**config.mk**
```make
export PLATFORM = sky130hd
export DESIGN_NAME = bit7_1_2_stream_demux_flat
export DESIGN_NICKNAME = d
export VERILOG_FILES = /design/src/rtl/bit7_1_2_stream_demux_pkg.sv /design/src/rtl/bit7_1_2_stream_demux_if.sv /design/src/rtl/bit7_1_2_stream_demux_sync_fifo.sv /design/src/rtl/bit7_1_2_stream_demux.sv /design/src/flat_wrapper.sv
export SDC_FILE = /design/constraint.sdc
export NUM_CORES = 1
export LEC_CHECK = 0
export CORE_MARGIN = 3
export CORE_UTILIZATION = 32
export CTS_BUF_LIST = sky130_fd_sc_hd__clkbuf_16
export DETAILED_ROUTE_END_ITERATION = 12
export PLACE_DENSITY = 0.62
export SYNTH_ARGS = -nofsm -noshare
export SYNTH_HDL_FRONTEND = slang
export SYNTH_SLANG_ARGS = --single-unit
```
**constraint.sdc**
```tcl
create_clock -name clk -period 2.2 [get_ports clk]
set_clock_uncertainty 0.2 [all_clocks]
set_input_delay 0.44 -clock clk [delete_from_list [all_inputs] [get_ports clk]]
set_output_delay 0.44 -clock clk [all_outputs]
set_load 0.02 [all_outputs]
```
**src/rtl/bit7_1_2_stream_demux_pkg.sv**
```systemverilog
// Shared definitions for the 7-bit 1:2 stream demux: word width, default sizing
// and the select encoding shared with the 2:1 mux.
package bit7_1_2_stream_demux_pkg;

  localparam int unsigned WORD_W    = 7;
  localparam int unsigned DEF_DEPTH = 2;
  localparam int unsigned DEF_CNT_W = 8;

  localparam logic SEL_OUT1 = 1'b1;
  localparam logic SEL_OUT2 = 1'b0;

  typedef enum logic {
    ROUTE_OUT2 = SEL_OUT2,
    ROUTE_OUT1 = SEL_OUT1
  } route_e;

  // Ready towards the producer comes only from registered fullness, never from out*_ready.
  function automatic logic route_ready(input route_e route, input logic full1, input logic full2);
    return (route == ROUTE_OUT1) ? !full1 : !full2;
  endfunction

endpackage

```
**src/rtl/bit7_1_2_stream_demux_if.sv**
```systemverilog
// Handshake bundle of the demux: one producer-side stream and two consumer-side streams.
interface bit7_1_2_stream_demux_if #(
  parameter int unsigned WIDTH = 7
);

  logic [WIDTH-1:0] in_data;
  logic             in_sel;
  logic             in_valid;
  logic             in_ready;

  logic [WIDTH-1:0] out1_data;
  logic             out1_valid;
  logic             out1_ready;

  logic [WIDTH-1:0] out2_data;
  logic             out2_valid;
  logic             out2_ready;

  // Environment side: producer plus both consumers.
  modport master (
    output in_data, in_sel, in_valid, out1_ready, out2_ready,
    input  in_ready, out1_data, out1_valid, out2_data, out2_valid
  );

  // Demux side.
  modport slave (
    input  in_data, in_sel, in_valid, out1_ready, out2_ready,
    output in_ready, out1_data, out1_valid, out2_data, out2_valid
  );

endinterface

```
**src/rtl/bit7_1_2_stream_demux_sync_fifo.sv**
```systemverilog
// Small synchronous FIFO with level output; head reads as zero while empty.
module bit7_sync_fifo #(
  parameter int unsigned WIDTH = 7,
  parameter int unsigned DEPTH = 2
) (
  input  logic                     clk,
  input  logic                     rst_n,
  input  logic                     push,
  input  logic [WIDTH-1:0]         push_data,
  input  logic                     pop,
  output logic [WIDTH-1:0]         head,
  output logic [$clog2(DEPTH):0]   level,
  output logic                     full,
  output logic                     empty
);

  localparam int unsigned PTR_W = $clog2(DEPTH);
  localparam int unsigned LVL_W = PTR_W + 1;

  logic [WIDTH-1:0] mem [DEPTH];
  logic [PTR_W-1:0] wr_ptr;
  logic [PTR_W-1:0] rd_ptr;
  logic             do_push;
  logic             do_pop;

  assign full    = (level == LVL_W'(DEPTH));
  assign empty   = (level == '0);
  assign do_push = push && !full;
  assign do_pop  = pop && !empty;
  assign head    = empty ? '0 : mem[rd_ptr];

  always_ff @(posedge clk or negedge rst_n) begin
    if (!rst_n) begin
      wr_ptr <= '0;
      rd_ptr <= '0;
      level  <= '0;
    end else begin
      if (do_push) wr_ptr <= wr_ptr + 1'b1;
      if (do_pop)  rd_ptr <= rd_ptr + 1'b1;
      case ({do_push, do_pop})
        2'b10:   level <= level + 1'b1;
        2'b01:   level <= level - 1'b1;
        default: level <= level;
      endcase
    end
  end

  // Storage needs no reset: head is masked to zero whenever the FIFO is empty.
  always_ff @(posedge clk) begin
    if (do_push) mem[wr_ptr] <= push_data;
  end

endmodule

```
**src/rtl/bit7_1_2_stream_demux.sv**
```systemverilog
// 1:2 stream demux: steers each input word by in_sel into one of two per-output FIFOs
// and counts the words accepted for each destination.
module bit7_1_2_stream_demux
  import bit7_1_2_stream_demux_pkg::*;
#(
  parameter int unsigned WIDTH = WORD_W,
  parameter int unsigned DEPTH = DEF_DEPTH,
  parameter int unsigned CNT_W = DEF_CNT_W
) (
  input  logic                   clk,
  input  logic                   rst_n,
  bit7_1_2_stream_demux_if.slave bus,
  output logic [$clog2(DEPTH):0] out1_level,
  output logic [$clog2(DEPTH):0] out2_level,
  output logic [CNT_W-1:0]       out1_cnt,
  output logic [CNT_W-1:0]       out2_cnt
);

  route_e     route;
  logic       full1;
  logic       full2;
  logic       empty1;
  logic       empty2;
  logic       accept;
  logic       push1;
  logic       push2;
  logic       pop1;
  logic       pop2;

  assign route        = route_e'(bus.in_sel);
  assign bus.in_ready = route_ready(route, full1, full2);
  assign accept       = bus.in_valid && bus.in_ready;
  assign push1        = accept && (route == ROUTE_OUT1);
  assign push2        = accept && (route == ROUTE_OUT2);

  assign bus.out1_valid = !empty1;
  assign bus.out2_valid = !empty2;
  assign pop1           = bus.out1_valid && bus.out1_ready;
  assign pop2           = bus.out2_valid && bus.out2_ready;

  bit7_sync_fifo #(
    .WIDTH (WIDTH),
    .DEPTH (DEPTH)
  ) u_fifo1 (
    .clk       (clk),
    .rst_n     (rst_n),
    .push      (push1),
    .push_data (bus.in_data),
    .pop       (pop1),
    .head      (bus.out1_data),
    .level     (out1_level),
    .full      (full1),
    .empty     (empty1)
  );

  bit7_sync_fifo #(
    .WIDTH (WIDTH),
    .DEPTH (DEPTH)
  ) u_fifo2 (
    .clk       (clk),
    .rst_n     (rst_n),
    .push      (push2),
    .push_data (bus.in_data),
    .pop       (pop2),
    .head      (bus.out2_data),
    .level     (out2_level),
    .full      (full2),
    .empty     (empty2)
  );

  // Counters wrap freely; they track accepted words, not delivered ones.
  always_ff @(posedge clk or negedge rst_n) begin
    if (!rst_n) begin
      out1_cnt <= '0;
      out2_cnt <= '0;
    end else begin
      if (push1) out1_cnt <= out1_cnt + 1'b1;
      if (push2) out2_cnt <= out2_cnt + 1'b1;
    end
  end

endmodule
```
**src/flat_wrapper.sv**
```systemverilog
// flat-port wrapper written by rule: the top's interface ports become plain ports
module bit7_1_2_stream_demux_flat import bit7_1_2_stream_demux_pkg::*;
#(
  parameter int unsigned WIDTH = WORD_W,
  parameter int unsigned DEPTH = DEF_DEPTH,
  parameter int unsigned CNT_W = DEF_CNT_W
)
  (clk, rst_n, out1_level, out2_level, out1_cnt, out2_cnt, bus_in_data, bus_in_sel, bus_in_valid, bus_out1_ready, bus_out2_ready, bus_in_ready, bus_out1_data, bus_out1_valid, bus_out2_data, bus_out2_valid);
  bit7_1_2_stream_demux_if #(.WIDTH(WIDTH)) bus_i ();
  input  logic clk;
  input  logic rst_n;
  output logic [$clog2(DEPTH):0] out1_level;
  output logic [$clog2(DEPTH):0] out2_level;
  output logic [CNT_W-1:0] out1_cnt;
  output logic [CNT_W-1:0] out2_cnt;
  input wire logic [$bits(bus_i.in_data)-1:0] bus_in_data;
  input wire logic [$bits(bus_i.in_sel)-1:0] bus_in_sel;
  input wire logic [$bits(bus_i.in_valid)-1:0] bus_in_valid;
  input wire logic [$bits(bus_i.out1_ready)-1:0] bus_out1_ready;
  input wire logic [$bits(bus_i.out2_ready)-1:0] bus_out2_ready;
  output wire logic [$bits(bus_i.in_ready)-1:0] bus_in_ready;
  output wire logic [$bits(bus_i.out1_data)-1:0] bus_out1_data;
  output wire logic [$bits(bus_i.out1_valid)-1:0] bus_out1_valid;
  output wire logic [$bits(bus_i.out2_data)-1:0] bus_out2_data;
  output wire logic [$bits(bus_i.out2_valid)-1:0] bus_out2_valid;
  assign bus_i.in_data = bus_in_data;
  assign bus_i.in_sel = bus_in_sel;
  assign bus_i.in_valid = bus_in_valid;
  assign bus_i.out1_ready = bus_out1_ready;
  assign bus_i.out2_ready = bus_out2_ready;
  assign bus_in_ready = bus_i.in_ready;
  assign bus_out1_data = bus_i.out1_data;
  assign bus_out1_valid = bus_i.out1_valid;
  assign bus_out2_data = bus_i.out2_data;
  assign bus_out2_valid = bus_i.out2_valid;
  bit7_1_2_stream_demux #(.WIDTH(WIDTH), .DEPTH(DEPTH), .CNT_W(CNT_W)) u_core (.clk(clk), .rst_n(rst_n), .bus(bus_i), .out1_level(out1_level), .out2_level(out2_level), .out1_cnt(out1_cnt), .out2_cnt(out2_cnt));
endmodule
```
==> impl_metrics.yaml <==
sta:
  fmax_mhz: 481.7
  fin_ws_ns: 0.1241
  min_period_ns: 2.076
  report.final.slew_viol_count: 0
  rsz0062_at_grt: "no"
  tightest_slew_ns: 0.3141
  post-route-period-util_pct: 94.36
  slew_headroom_pct: 78.86
  setup_violations: 0
  hold_viol_final: 0
job:
  drv_cap: 0
worst_setup_path:
  regToRegSetupSlack_ns: 0.34
  critPathMaxFanout: 3
  crit_family: "buffers and inverters"
  rr_startpoint: "u_core.u_fifo1.level[1]"
  startpoint_type: "flop"
  crit_slowest_cell: "clkdlybuf4s50_1"
  cp.arrival_ns: 1.44
  crit_path_end_kind: "primary output"
  critPathMaxStageDelay_ns: 0.60
  startpoint: "u_core.u_fifo1.level[0]"
  cp_cell_sequence: "buf_4, clkdlybuf4s50_1"
  timing.rr.end: "u_core.u_fifo1.level[1]"
  crit_type: "reg -> out"
  required_ns: 1.56
  crit_buf_inv: 2
  rr_worst_depth: 7
clock_network:
  cts_tree: "built"
  clock_latency_ns: 0.28
  cts.path.max_buffers: 2
  cts_root_buf: "clkbuf_16"
  cts_buffers: 5
  clkTransAtPathRegs_ns: 0.07
  clock-sinks: 52
  htreeDepth: 2
synthesis:
  synth-edff-count: 28
  synth_top_cell_by_area: "edfxtp_1"
  syn_avg_cell_area_um2: 13.64
  synth.most_common_cell: "edfxtp_1"
  synth_nets: 175
  yosys-top-cells-area: "edfxtp_1 39%, dfrtp_1 28%, mux2i_1 6.5%"
  synthesis.area_um2: 2155
  ys_ff_latch: 52
  yosys.cell_types.count: 23
  ys.flop_type: "edfxtp_1"
  ys_seq_area_share_pct: 66.90
  synth_warnings: 0
  synth_top_area_share_pct: 39.02
  synthCells: 158
  synth_common_cells: "28 x edfxtp_1, 26 x nor2_1, 24 x dfrtp_1, 14 x mux2i_1, 14 x xor2_1"
  ys_async_sr_fraction_pct: 46.15
die:
  row_count: 29
  fp.dieH_um: 88.06
  initial_core_util_pct: 33.55
  die_x_um: 88.06
  die_area_um2: 7754
  ios: 50
  core_area_um2: 6422
global_route:
  grt_overflow: 0
  first_global_vias: 1365
  grt_pass1_wl_mm: 6.851
  grt_use_total_pct: 11.49
  grt_max_degree: 25
  antenna_found_initial: 0
drt:
  drt_pass1_iterations: 4
  antenna_left: 0
  drtIter0Drc: 55
  drc: 0
  avgViaCountPerCell: 4.353
  dr_total_vias: 1319
  drt-total-wl_mm: 4.045
  routedWlPerCell_um: 13.35
cells_and_area:
  fillers: 584
  fin_area_um2: 3018
  fin_nets: 242
  antenna_cells: 0
  area.growth.synth_to_final_pct: 40.07
  layout-drive-gt1-share_pct: 13.72
run_status:
  run_status: "completed"
placement:
  dpl-instance-area_um2: 2819
  dpl_worst_slack_ns: -0.2364
  numPortBuffers: 49
  place_hpwl_mm: 3.007
  gp_congestion: 0.7307
worst_hold_path:
  worst_hold_path_type: "reg -> reg"
  holdPathEnd: "u_core.out1_cnt[7]"
  hold_path.startpoint: "u_core.out1_cnt[7]"
  whs_path_depth: 1
power_and_ir_drop:
  powerDensity_nw_per_um2: 1391
  ir_drop_mv: 0.6796
  leakage_nw: 1.304
[worst max-delay path by stage]
stage                               endpoint  depth (start not counted)
finish                         out1_level[0]                          2
global route                bus_out1_data[1]                          3
CTS                             bus_in_ready                          3
detailed placement              bus_in_ready                          3
global placement                bus_in_ready                          3
floorplan           u_core.u_fifo1.mem[1][0]                          5
[per-layer routing]
metal	up-vias	wire [um]	global-route usage, %
li1	666	-	-
met1	610	1972	16.73
met2	41	1844	17.33
met3	2	208	2.822
met4	0	20	2.885
met5	-	0	0
[sequential cells by signal, indices dropped and copies added (netlist names)]
register / count
u_core.u_fifo2.wr_ptr: 1
u_core.u_fifo1.rd_ptr: 1
u_core.u_fifo1.mem: 14
u_core.out1_cnt: 8
u_core.u_fifo2.mem: 14
u_core.u_fifo2.rd_ptr: 1
u_core.u_fifo1.wr_ptr: 1
u_core.u_fifo1.level: 2
u_core.out2_cnt: 8
u_core.u_fifo2.level: 2
[layout make-up]
cell class	count	area [um2]	area share [%]
Inverter	6	25.02	0.8292
Tap cell	77	96.34	3.192
Clock inverter	3	63.81	2.114
Multi-Input combinational cell	96	683.2	22.64
Sequential cell	52	1444	47.84
Timing Repair Buffer	64	580.6	19.24
Clock buffer	5	125.1	4.146
[cell families after synthesis]
family	share of synthesized area, %
simple gates	11.38
flops	66.90
xor+xnor	9.756
mux	7.549
buf+inv	2.091
fa+ha+maj	2.323
[report_power, final]
group / leakage (nW) / internal, mW / switching (mW)
clock: 0.0952 / 0.647 / 0.322
combinational: 0.655 / 0.822 / 0.880
sequential: 0.555 / 1.28 / 0.250
[cells in the final DEF (no fill, tap or decap), drive strengths merged, types with 6 or more instances in the layout]
cell           count
xor2              14
nand2              8
clkdlybuf4s50     34
mux2i             14
dfrtp             24
dlygate4sd2       14
edfxtp            28
clkbuf             6
inv                7
buf               15
nor2              26
xnor2             10
[what timing repair did]
action / in CTS / in global routing
setup buffers: 0 / 2
resized for setup: 22 / 1
hold buffers: 0 / 0
setup endpoints to repair: 17 / 3
pin swaps: 0 / 2
[per-stage QoR]
stage	hold WS, ns	power (mW)	cells	TNS (ns)	utilization, %
final	0.2786	4.198	303	0	46.99
after global routing	0.2925	4.461	303	0	46.99
after CTS	0.2779	4.222	301	0	46.83
after detailed placement	0.2649	3.316	293	-0.7737	43.89
after global placement	0.2607	3.297	293	-0.5731	43.89
after floorplan	-0.05559	2.473	158	0	-
Power figures use the tool's default switching activity.
